<file path="config.mk">
export PLATFORM = sky130hd
export DESIGN_NAME = mul_share_sched
export DESIGN_NICKNAME = d
export VERILOG_FILES = /design/src/rtl/mul_share_sched.sv
export SDC_FILE = /design/constraint.sdc
export NUM_CORES = 1
export LEC_CHECK = 0
export ABC_AREA = 0
export CORE_UTILIZATION = 30
export DETAILED_ROUTE_END_ITERATION = 12
export HOLD_SLACK_MARGIN = 0.12
export SYNTH_ARGS = -nofsm -noshare
export SYNTH_HDL_FRONTEND = slang
export SYNTH_SLANG_ARGS = --single-unit
</file>
<file path="constraint.sdc">
create_clock -name clk -period 4.4 [get_ports clk]
set_input_delay 0.88 -clock clk [delete_from_list [all_inputs] [get_ports clk]]
set_output_delay 0.88 -clock clk [all_outputs]
set_load 0.005 [all_outputs]
</file>
<file path="src/rtl/mul_share_sched.sv">
// Round-robin scheduler sharing one pipelined multiplier among NUM_REQ requesters.
// A tag pipe tracks requester ids alongside the multiplier stages; result backpressure freezes everything.
`timescale 1ns/1ps
module mul_share_sched #(
    parameter int unsigned NUM_REQ   = 4,
    parameter int unsigned WIDTH_A   = 16,
    parameter int unsigned WIDTH_B   = 16,
    parameter int unsigned WIDTH_MUL = 32,
    parameter int unsigned MUL_LAT   = 2,
    localparam int unsigned ID_W     = (NUM_REQ > 1) ? $clog2(NUM_REQ) : 1
) (
    input  logic                         clk,
    input  logic                         rst,
    input  logic [NUM_REQ-1:0]           req_valid,
    output logic [NUM_REQ-1:0]           req_ready,
    input  logic [NUM_REQ*WIDTH_A-1:0]   req_a,
    input  logic [NUM_REQ*WIDTH_B-1:0]   req_b,
    output logic [WIDTH_A-1:0]           mul_a,
    output logic [WIDTH_B-1:0]           mul_b,
    output logic                         mul_pip_en,
    input  logic [WIDTH_MUL-1:0]         mul_out,
    output logic                         res_valid,
    input  logic                         res_ready,
    output logic [WIDTH_MUL-1:0]         res_data,
    output logic [ID_W-1:0]              res_id,
    output logic                         busy,
    output logic [15:0]                  issue_cnt
);

    localparam int unsigned SUM_W = ID_W + 1;

    logic                          adv;
    logic                          hs;
    logic                          grant_vld;
    logic [ID_W-1:0]               grant_id;
    logic [SUM_W-1:0]              cand_sum;

    logic [WIDTH_A-1:0]            mul_a_q, mul_a_d;
    logic [WIDTH_B-1:0]            mul_b_q, mul_b_d;
    logic [MUL_LAT:0]              tag_v_q, tag_v_d;
    logic [MUL_LAT:0][ID_W-1:0]    tag_id_q, tag_id_d;
    logic                          res_valid_q, res_valid_d;
    logic [WIDTH_MUL-1:0]          res_data_q, res_data_d;
    logic [ID_W-1:0]               res_id_q, res_id_d;
    logic [ID_W-1:0]               rr_ptr_q, rr_ptr_d;
    logic [15:0]                   issue_cnt_q, issue_cnt_d;

    assign adv = !res_valid_q || res_ready;

    // Round-robin search starting at rr_ptr with modulo wrap.
    always_comb begin
        grant_vld = 1'b0;
        grant_id  = '0;
        cand_sum  = '0;
        for (int unsigned k = 0; k < NUM_REQ; k++) begin
            cand_sum = SUM_W'(rr_ptr_q) + SUM_W'(k);
            if (cand_sum >= SUM_W'(NUM_REQ)) begin
                cand_sum = cand_sum - SUM_W'(NUM_REQ);
            end
            if (!grant_vld && req_valid[ID_W'(cand_sum)]) begin
                grant_vld = 1'b1;
                grant_id  = ID_W'(cand_sum);
            end
        end
    end

    assign hs = adv && grant_vld && !rst;

    always_comb begin
        mul_a_d     = mul_a_q;
        mul_b_d     = mul_b_q;
        tag_v_d     = tag_v_q;
        tag_id_d    = tag_id_q;
        res_valid_d = res_valid_q;
        res_data_d  = res_data_q;
        res_id_d    = res_id_q;
        rr_ptr_d    = rr_ptr_q;
        issue_cnt_d = issue_cnt_q;
        if (adv) begin
            tag_v_d[0] = hs;
            if (hs) begin
                mul_a_d     = req_a[32'(grant_id) * WIDTH_A +: WIDTH_A];
                mul_b_d     = req_b[32'(grant_id) * WIDTH_B +: WIDTH_B];
                tag_id_d[0] = grant_id;
                rr_ptr_d    = (grant_id == ID_W'(NUM_REQ - 1)) ? '0 : grant_id + ID_W'(1);
                issue_cnt_d = issue_cnt_q + 16'd1;
            end
            for (int unsigned k = 1; k <= MUL_LAT; k++) begin
                tag_v_d[k]  = tag_v_q[k-1];
                tag_id_d[k] = tag_id_q[k-1];
            end
            // mul_out lines up with the last tag stage.
            res_valid_d = tag_v_q[MUL_LAT];
            if (tag_v_q[MUL_LAT]) begin
                res_data_d = mul_out;
                res_id_d   = tag_id_q[MUL_LAT];
            end
        end
    end

    always_ff @(posedge clk or posedge rst) begin
        if (rst) begin
            mul_a_q     <= '0;
            mul_b_q     <= '0;
            tag_v_q     <= '0;
            tag_id_q    <= '0;
            res_valid_q <= 1'b0;
            res_data_q  <= '0;
            res_id_q    <= '0;
            rr_ptr_q    <= '0;
            issue_cnt_q <= '0;
        end else begin
            mul_a_q     <= mul_a_d;
            mul_b_q     <= mul_b_d;
            tag_v_q     <= tag_v_d;
            tag_id_q    <= tag_id_d;
            res_valid_q <= res_valid_d;
            res_data_q  <= res_data_d;
            res_id_q    <= res_id_d;
            rr_ptr_q    <= rr_ptr_d;
            issue_cnt_q <= issue_cnt_d;
        end
    end

    assign req_ready  = hs ? (NUM_REQ'(1) << grant_id) : '0;
    assign mul_pip_en = adv;
    assign mul_a      = mul_a_q;
    assign mul_b      = mul_b_q;
    assign res_valid  = res_valid_q;
    assign res_data   = res_data_q;
    assign res_id     = res_id_q;
    assign issue_cnt  = issue_cnt_q;
    assign busy       = !rst && (res_valid_q || (|tag_v_q));

endmodule
</file>
==> results of run 1 <==
[how the worst min path moves through the flow]
stage	startpoint	to	slack (ps)
finish	tag_id_q[2]	tag_id_q[2]	470
global route	tag_id_q[2]	tag_id_q[2]	480
CTS	tag_id_q[2]	tag_id_q[2]	470
detailed placement	tag_id_q[2]	tag_id_q[2]	460
global placement	tag_id_q[2]	tag_id_q[2]	450
floorplan	tag_id_q[4]	tag_id_q[4]	430
[cell usage after synthesis (all sizes together)]
cell / n
mux2: 34
clkbuf: 5
and2: 2
a211o: 1
nor3b: 1
nor4: 2
nor2: 8
inv: 37
and3: 2
o22a: 2
xor2: 5
o21ai: 1
nand3: 5
or3: 3
o221ai: 32
mux2i: 32
xnor2: 10
nor2b: 1
nand2b: 5
a31oi: 1
clkinv: 1
a2bb2oi: 32
nor3: 3
dfrtp: 94
and4: 1
buf: 22
nand4: 2
a21o: 1
nand2: 68
a21oi: 4
ha: 2
[state kept, by name, summed over array words and instances (netlist names)]
| name | cells |
|---|---|
| rr_ptr_q | 2 |
| issue_cnt | 16 |
| res_id | 2 |
| tag_v_q | 3 |
| res_valid | 1 |
| mul_a | 16 |
| res_data | 32 |
| tag_id_q | 6 |
| mul_b | 16 |
[critical path, delay by kind of cell]
kind	cells	cell delay, ps
buffers and inverters	3	1180
AND/OR/NAND/NOR	3	1100
[logic make-up (layout without fill, tap and decap cells)]
| group | after synthesis | in the layout |
|---|---|---|
| multiplexers | 66 | 66 |
| XOR/XNOR | 15 | 15 |
| AND/OR/NAND/NOR | 103 | 103 |
| AO/OA/AOI/OAI | 74 | 74 |
| flip-flops | 94 | 94 |
| buffers and inverters | 65 | 322 |
| adder cells (fa/ha/maj) | 2 | 2 |
[final cells by class]
type,instances,area (µm²)
Clock buffer,9,225
Clock inverter,7,91.3
Fill cell,1368,7510
Inverter,38,145
Multi-Input combinational cell,260,2140
Sequential cell,94,2350
Tap cell,211,264
Timing Repair Buffer,268,2650
[metal layers]
layer	track usage	part of all wire
met5	0	0
met4	0.0671	0.017
met2	0.301	0.48
met1	0.228	0.43
met3	0.0551	0.081
[report_power, final]
part           leakage (µW)  switching (µW)  internal (µW)
clock              0.000151             370            455
sequential          0.00115             231           1250
combinational       0.00207             779           1260
total               0.00337            1380           2970
[metrics by stage]
stage | instance area [µm²] | worst slack [ps] | hold slack (ps) | cells | util
floorplan | 4770 | 1070 | 435 | 419 | -
global placement | 7550 | 391 | 453 | 871 | 0.491
detailed placement | 7550 | 374 | 455 | 871 | 0.491
CTS | 7860 | 360 | 473 | 887 | 0.512
global route | 7860 | 254 | 483 | 887 | 0.512
finish | 7860 | 352 | 470 | 887 | 0.512
==> summary.md, run 1 <==
| Metric | Value |
|---|---|
| Initial core utilization | 0.310 |
| Die area | approximately 0.016 mm² |
| PD cells | approximately 550 mW/mm² |
| Arr. time, crit path | around 3200 ps |
| Worst setup path startpoint | req_valid[0] |
| Sequential-to-total area share from yosys stat | 0.493 |
| Initial antenna violation count | 0 |
| Post-CTS resize count | 0 |
| RSZ-0062 raised after global routing | false |
| Syn-to-layout area delta | 65.0% |
| Cell Area, Synth | between 0.004 and 0.005 mm² |
| Worst Skew | 7.15 ps |
| Crit start category | input port |
| TritonCTS Buffers | 9 |
| Nets | 840 |
| Ant diodes | 0 |
| Detailed-route via count | around 4200 |
| Cells along the critical path | clkdlybuf4s50_1 -> nor4_1 -> or3_2 -> or3_2 -> inv_1 -> clkdlybuf4s50_1 |
| Total gr overflow | 0 |
| Routed length per placed instance | between 15 and 20 µm |
| Syn nets | between 500 and 600 |
| Crit path to | req_ready[1] |
| Die Height | ~130 µm |
| Layout cells sized above 1 | 0.148 |
| Critical-path maximum fanout | 6 |
| Final Hold Vio Count | 0 |
| Largest net degree at the start of global routing | 50 |
| Reg2reg start | res_valid |
| Status | completed |
| IO Count | ~260 |
| Count of final max-slew check failures | 0 |
| Worst Hold Path Cells | 2 |
| R2r setup slk | 2100 ps |
| Hold bufs inserted after CTS | 0 |
| Top cell type's share of synthesized area | 0.493 |
| H-tree levels | 3 |
| Worst Hold Class | flip-flop to flip-flop |
| Max-slew headroom | 0.603 |
| Peak VDD IR | 0.191 mV |
| Max clock buf depth | 2 |
| Area leader, netlist | dfrtp_1 |
| Slowest CP cell | clkdlybuf4s50_1 |
| Synthesized instance count | about 420 |
| TritonCTS clock tree | done |
| Residual DRC count | 0 |
| Routed WL | 14700 µm |
| Final setup fails | 0 |
| Critical Path Max Stage Delay | ~580 ps |
| Crit path required time | between 3000 and 4000 ps |
| Final period util | 0.920 |
| Die X | 128 µm |
| Compound-cell area share of the yosys netlist | 0.169 |
| Post-Synth Simple-Gate Area | 0.0961 |
| Max-Cap Viols | 0 |
| Drt first pass iters | 7 |
| Post-CTS setup repair buffer count | 0 |
| Commonest non-fill, non-tap cells in the layout | clkdlybuf4s50_1 (255), dfrtp_1 (94), nand2_1 (67), inv_1 (36), mux2_2 (34) |
| Critical path capture point type | output port |
| Buffers on Ports | around 260 |
| Setup TNS | 0 ps |
| RR Endpoint | issue_cnt[11] |
| Peak Freq | 0.247 GHz |
| CTS clk-pin slew, worst paths | approximately 70 ps |
| First-pass GRT wire length | about 23000 µm |
| Core area | 0.0154 mm² |
| Tot Pwr | 4350 µW |
| Worst-margin pin slew | around 600 ps |
| DRT antenna net count | 0 |
| Post-Synth XOR/XNOR Area | 0.0276 |
| Mux cell area share after synthesis | 0.148 |
| Root Buffer | clkbuf_16 |
| Final min period | between 4000 and 5000 ps |
| Main combinational cell family by area after synthesis | compound AO/OA/AOI/OAI gates |
| Warnings, synthesis | 0 |
| Final HPWL DP | roughly 11000 µm |
| Vias per cell | approximately 4.8 |
| Row Count | 45 |
| CTS Sinks | 94 |
| Vias in the first global route | ~4200 |
| Leak pwr | about 0.0034 µW |
| Worst skew pair latency | roughly 350 ps |
| Routability cong. | 0.783 |
| Post-synth cell types | 36 |
| Most common cell after layout, fill and taps aside | clkdlybuf4s50_1 |
| 1st-iter DRT viols | 111 |
| Synth area leaders | dfrtp_1 (49%), o221ai_2 (9.1%), mux2_2 (8.0%), mux2i_1 (6.7%), a2bb2oi_1 (5.9%) |
| WS Path Type | input port to output port |
| Post-Synth Adder-Cell Area | 0.00525 |
| Syn Area/Cell | about 11 µm² |
| FF-to-FF path depth | 6 |
| GRT Total Usage | 0.184 |
| Register bit total from synthesis | 94 |
(Power assumes the default switching activity.)
==> run 2, diff against run 1 <==
--- a/config.mk
+++ b/config.mk
@@ -7,8 +7,10 @@
 export LEC_CHECK = 0
 export ABC_AREA = 0
 export CORE_UTILIZATION = 30
+export CTS_CLUSTER_SIZE = 24
 export DETAILED_ROUTE_END_ITERATION = 12
 export HOLD_SLACK_MARGIN = 0.12
+export PLACE_DENSITY = 0.72
 export SYNTH_ARGS = -nofsm -noshare
 export SYNTH_HDL_FRONTEND = slang
 export SYNTH_SLANG_ARGS = --single-unit
==> run 2 against run 1 <==
Net effect:
- non-clock buffer count shrank 1
- clock skew grew 0.73 ps
- final area shrank 0.30%
- global-route usage is essentially flat
- largest cell class unchanged
==> summary.md, run 2 (synthesis gave the netlist of run 1 again) <==
| Metric | Value |
|---|---|
| GRT met2 Usage | 0.325 (+0.0246) |
| Critical path capture point type | output port |
| Routability cong. | 0.791 (+1.0%) |
| Status | completed |
| H-tree levels | 3 (unchanged) |
| Max-Cap Viols | 0 (unchanged) |
| Largest register FFs | 32 (unchanged) |
| Row Count | 45 (unchanged) |
| Drt first pass iters | 4 (-3) |
| Arr. time, crit path | 3190 ps (+20 ps) |
| TritonCTS Buffers | 9 (unchanged) |
| Commonest non-fill, non-tap cells in the layout | clkdlybuf4s50_1 (255), dfrtp_1 (94), nand2_1 (67), inv_1 (36), mux2_2 (34) |
| Final Hold Vio Count | 0 (unchanged) |
| Routed WL | 14700 µm (+0.38%) |
| Layout cells sized above 1 | 0.145 (-0.00274) |
| Detailed-route via count | 4245 (+0.71%) |
| Initial antenna violation count | 0 (unchanged) |
| Final HPWL DP | 11100 µm (+2.2%) |
| Final period util | 0.924 (+0.00406) |
| Met1 Use GR | 0.208 (-0.0201) |
| 1st-iter DRT viols | 228 (+110%) |
| Initial core utilization | 0.310 (unchanged) |
| IO Count | 256 (unchanged) |
| Fillers | 1394 (+1.9%) |
| WS Path Type | input port to output port |
| Critical-path maximum fanout | 6 (unchanged) |
| First-pass GRT wire length | 23000 µm (+0.51%) |
| Leak pwr | 0.00336 µW (-0.18%) |
| GRT Total Usage | 0.183 (-0.000361) |
| Cell Count Post-Placement | 870 (-0.11%) |
| PD cells | 551 mW/mm² (-0.34%) |
| Most common cell after layout, fill and taps aside | clkdlybuf4s50_1 |
| Worst-margin pin slew | 580 ps (-15.1 ps) |
| Syn-to-layout area delta | 64.5% |
| Cells along the critical path | clkdlybuf4s50_1 -> nor4_1 -> or3_2 -> or3_2 -> inv_1 -> clkdlybuf4s50_1 |
| Max-slew headroom | 0.613 (+0.0100) |
| Crit start category | input port |
| TritonCTS clock tree | done |
| Largest net degree at the start of global routing | 46 (-8.0%) |
| Nets | 839 (-0.12%) |
| CTS clk-pin slew, worst paths | 70 ps (about the same) |
| Worst skew pair latency | 340 ps (about the same) |
| CP delay by family, top | buffers and inverters |
| Sequential cell area | 0.00235 mm² (unchanged) |
| Die X | 128 µm (unchanged) |
| DRT antenna net count | 0 (unchanged) |
| Met3 usage | 0.0505 (-0.00459) |
| GRT busiest layer | met2 |
| Peak Freq | 0.246 GHz (-0.44%) |
| Worst Skew | 7.88 ps (+0.731 ps) |
| Routed length per placed instance | 16.6 µm (+0.50%) |
| Critical Path Max Stage Delay | 580 ps (about the same) |
| Crit path required time | 3520 ps (about the same) |
| CTS Sinks | 94 (unchanged) |
| Multi-input gate area | 0.00214 mm² (unchanged) |
| Vias per cell | 4.79 (+0.83%) |
| Count of final max-slew check failures | 0 (unchanged) |
| Slowest CP cell | clkdlybuf4s50_1 |
| Ant diodes | 0 (unchanged) |
| Die Height | 128 µm (unchanged) |
| Vias in the first global route | 4575 (+7.8%) |
| Final setup fails | 0 (unchanged) |
| Buffers on Ports | 255 (unchanged) |
| Die area | 0.0164 mm² (unchanged) |
| Worst Hold Class | flip-flop to flip-flop |
| Setup TNS | 0 ps (unchanged) |
| Peak VDD IR | 0.219 mV (+15%) |
| Worst path bufs/invs | 3 (unchanged) |
| Post-CTS setup repair buffer count | 0 (unchanged) |
| Core area | 0.0154 mm² (unchanged) |
| Final min period | 4070 ps (+17.9 ps) |
| Max clock buf depth | 2 (unchanged) |
| Worst Setup Slack post-DPL | 341 ps (-32.4 ps) |
| Final Non-Filler Cells | 886 (-0.11%) |
| Post-CTS resize count | 0 (unchanged) |
| RSZ-0062 raised after global routing | false |
| Tot Pwr | 4320 µW (-0.64%) |
| Setup WS post-layout | 334 ps (-17.9 ps) |
| Residual DRC count | 0 (unchanged) |
| Root Buffer | clkbuf_16 |
| Total gr overflow | 0 (unchanged) |
| Hold bufs inserted after CTS | 0 (unchanged) |
[run 2: cell types whose count changed in the layout (fill, tap and decap cells not counted), sizes merged]
| cell | change |
|---|---|
| clkinv | +1 |
| buf | -1 |
| inv | -2 |
| clkbuf | +2 |
| clkinvlp | -1 |
[run 2: area by class of cell]
| type | instances | area share |
|---|---|---|
| multi-input combinational | 260 | 0.272 |
| clock buffer | 11 | 0.0310 |
| inverter | 38 | 0.0185 |
| clock inverter | 5 | 0.00734 |
| tap | 211 | 0.0337 |
| timing repair buffer | 267 | 0.337 |
| sequential | 94 | 0.300 |
[run 2: final timing paths]
path	start	endpoint	slack (ps)	depth (start not counted)
min	tag_id_q[4]	tag_id_q[4]	460	2
max in group asynchronous	rst	res_data[19]	2550	3
max reg2reg	res_valid	issue_cnt[15]	2070	6
max	req_valid[0]	req_ready[1]	330	6
min in group asynchronous	rst	tag_id_q[5]	1080	2
min reg2reg	tag_id_q[4]	tag_id_q[4]	460	2
[run 2: metal layers]
metal,share of wire,vias to the layer above
li1,-,1979
met1,0.41,2055
met2,0.49,189
met3,0.078,22
met4,0.022,0
met5,0,-
[run 2: report_power, final]
group | total (µW) | switching [µW] | internal [µW]
logic | 2030 | 774 | 1260
clock network | 792 | 335 | 457
registers | 1490 | 244 | 1250
[run 2: worst reg2reg max path, cell delays in order, from the launching register on]
cell,delay [ps]
dfrtp_1,390
nor2b_1,160
or3_2,450
buf_4,330
nor3_1,550
nand3_1,190
xnor2_1,160
[run 2: per-stage QoR]
step	util	hold WS, ps	cell area [µm²]
after floorplan	-	435	4770
after global placement	0.491	451	7540
after detailed placement	0.491	457	7540
after CTS	0.510	473	7840
after global routing	0.510	499	7840
final	0.510	465	7840
==> run 3, diff against run 2 <==
--- a/config.mk
+++ b/config.mk
@@ -6,11 +6,13 @@
 export NUM_CORES = 1
 export LEC_CHECK = 0
 export ABC_AREA = 0
+export CAP_MARGIN = 20
 export CORE_UTILIZATION = 30
 export CTS_CLUSTER_SIZE = 24
 export DETAILED_ROUTE_END_ITERATION = 12
 export HOLD_SLACK_MARGIN = 0.12
 export PLACE_DENSITY = 0.72
+export SLEW_MARGIN = 20
 export SYNTH_ARGS = -nofsm -noshare
 export SYNTH_HDL_FRONTEND = slang
 export SYNTH_SLANG_ARGS = --single-unit
==> results of run 3 <==
The final DEF is identical to that of run 2; final timing and power are the same.
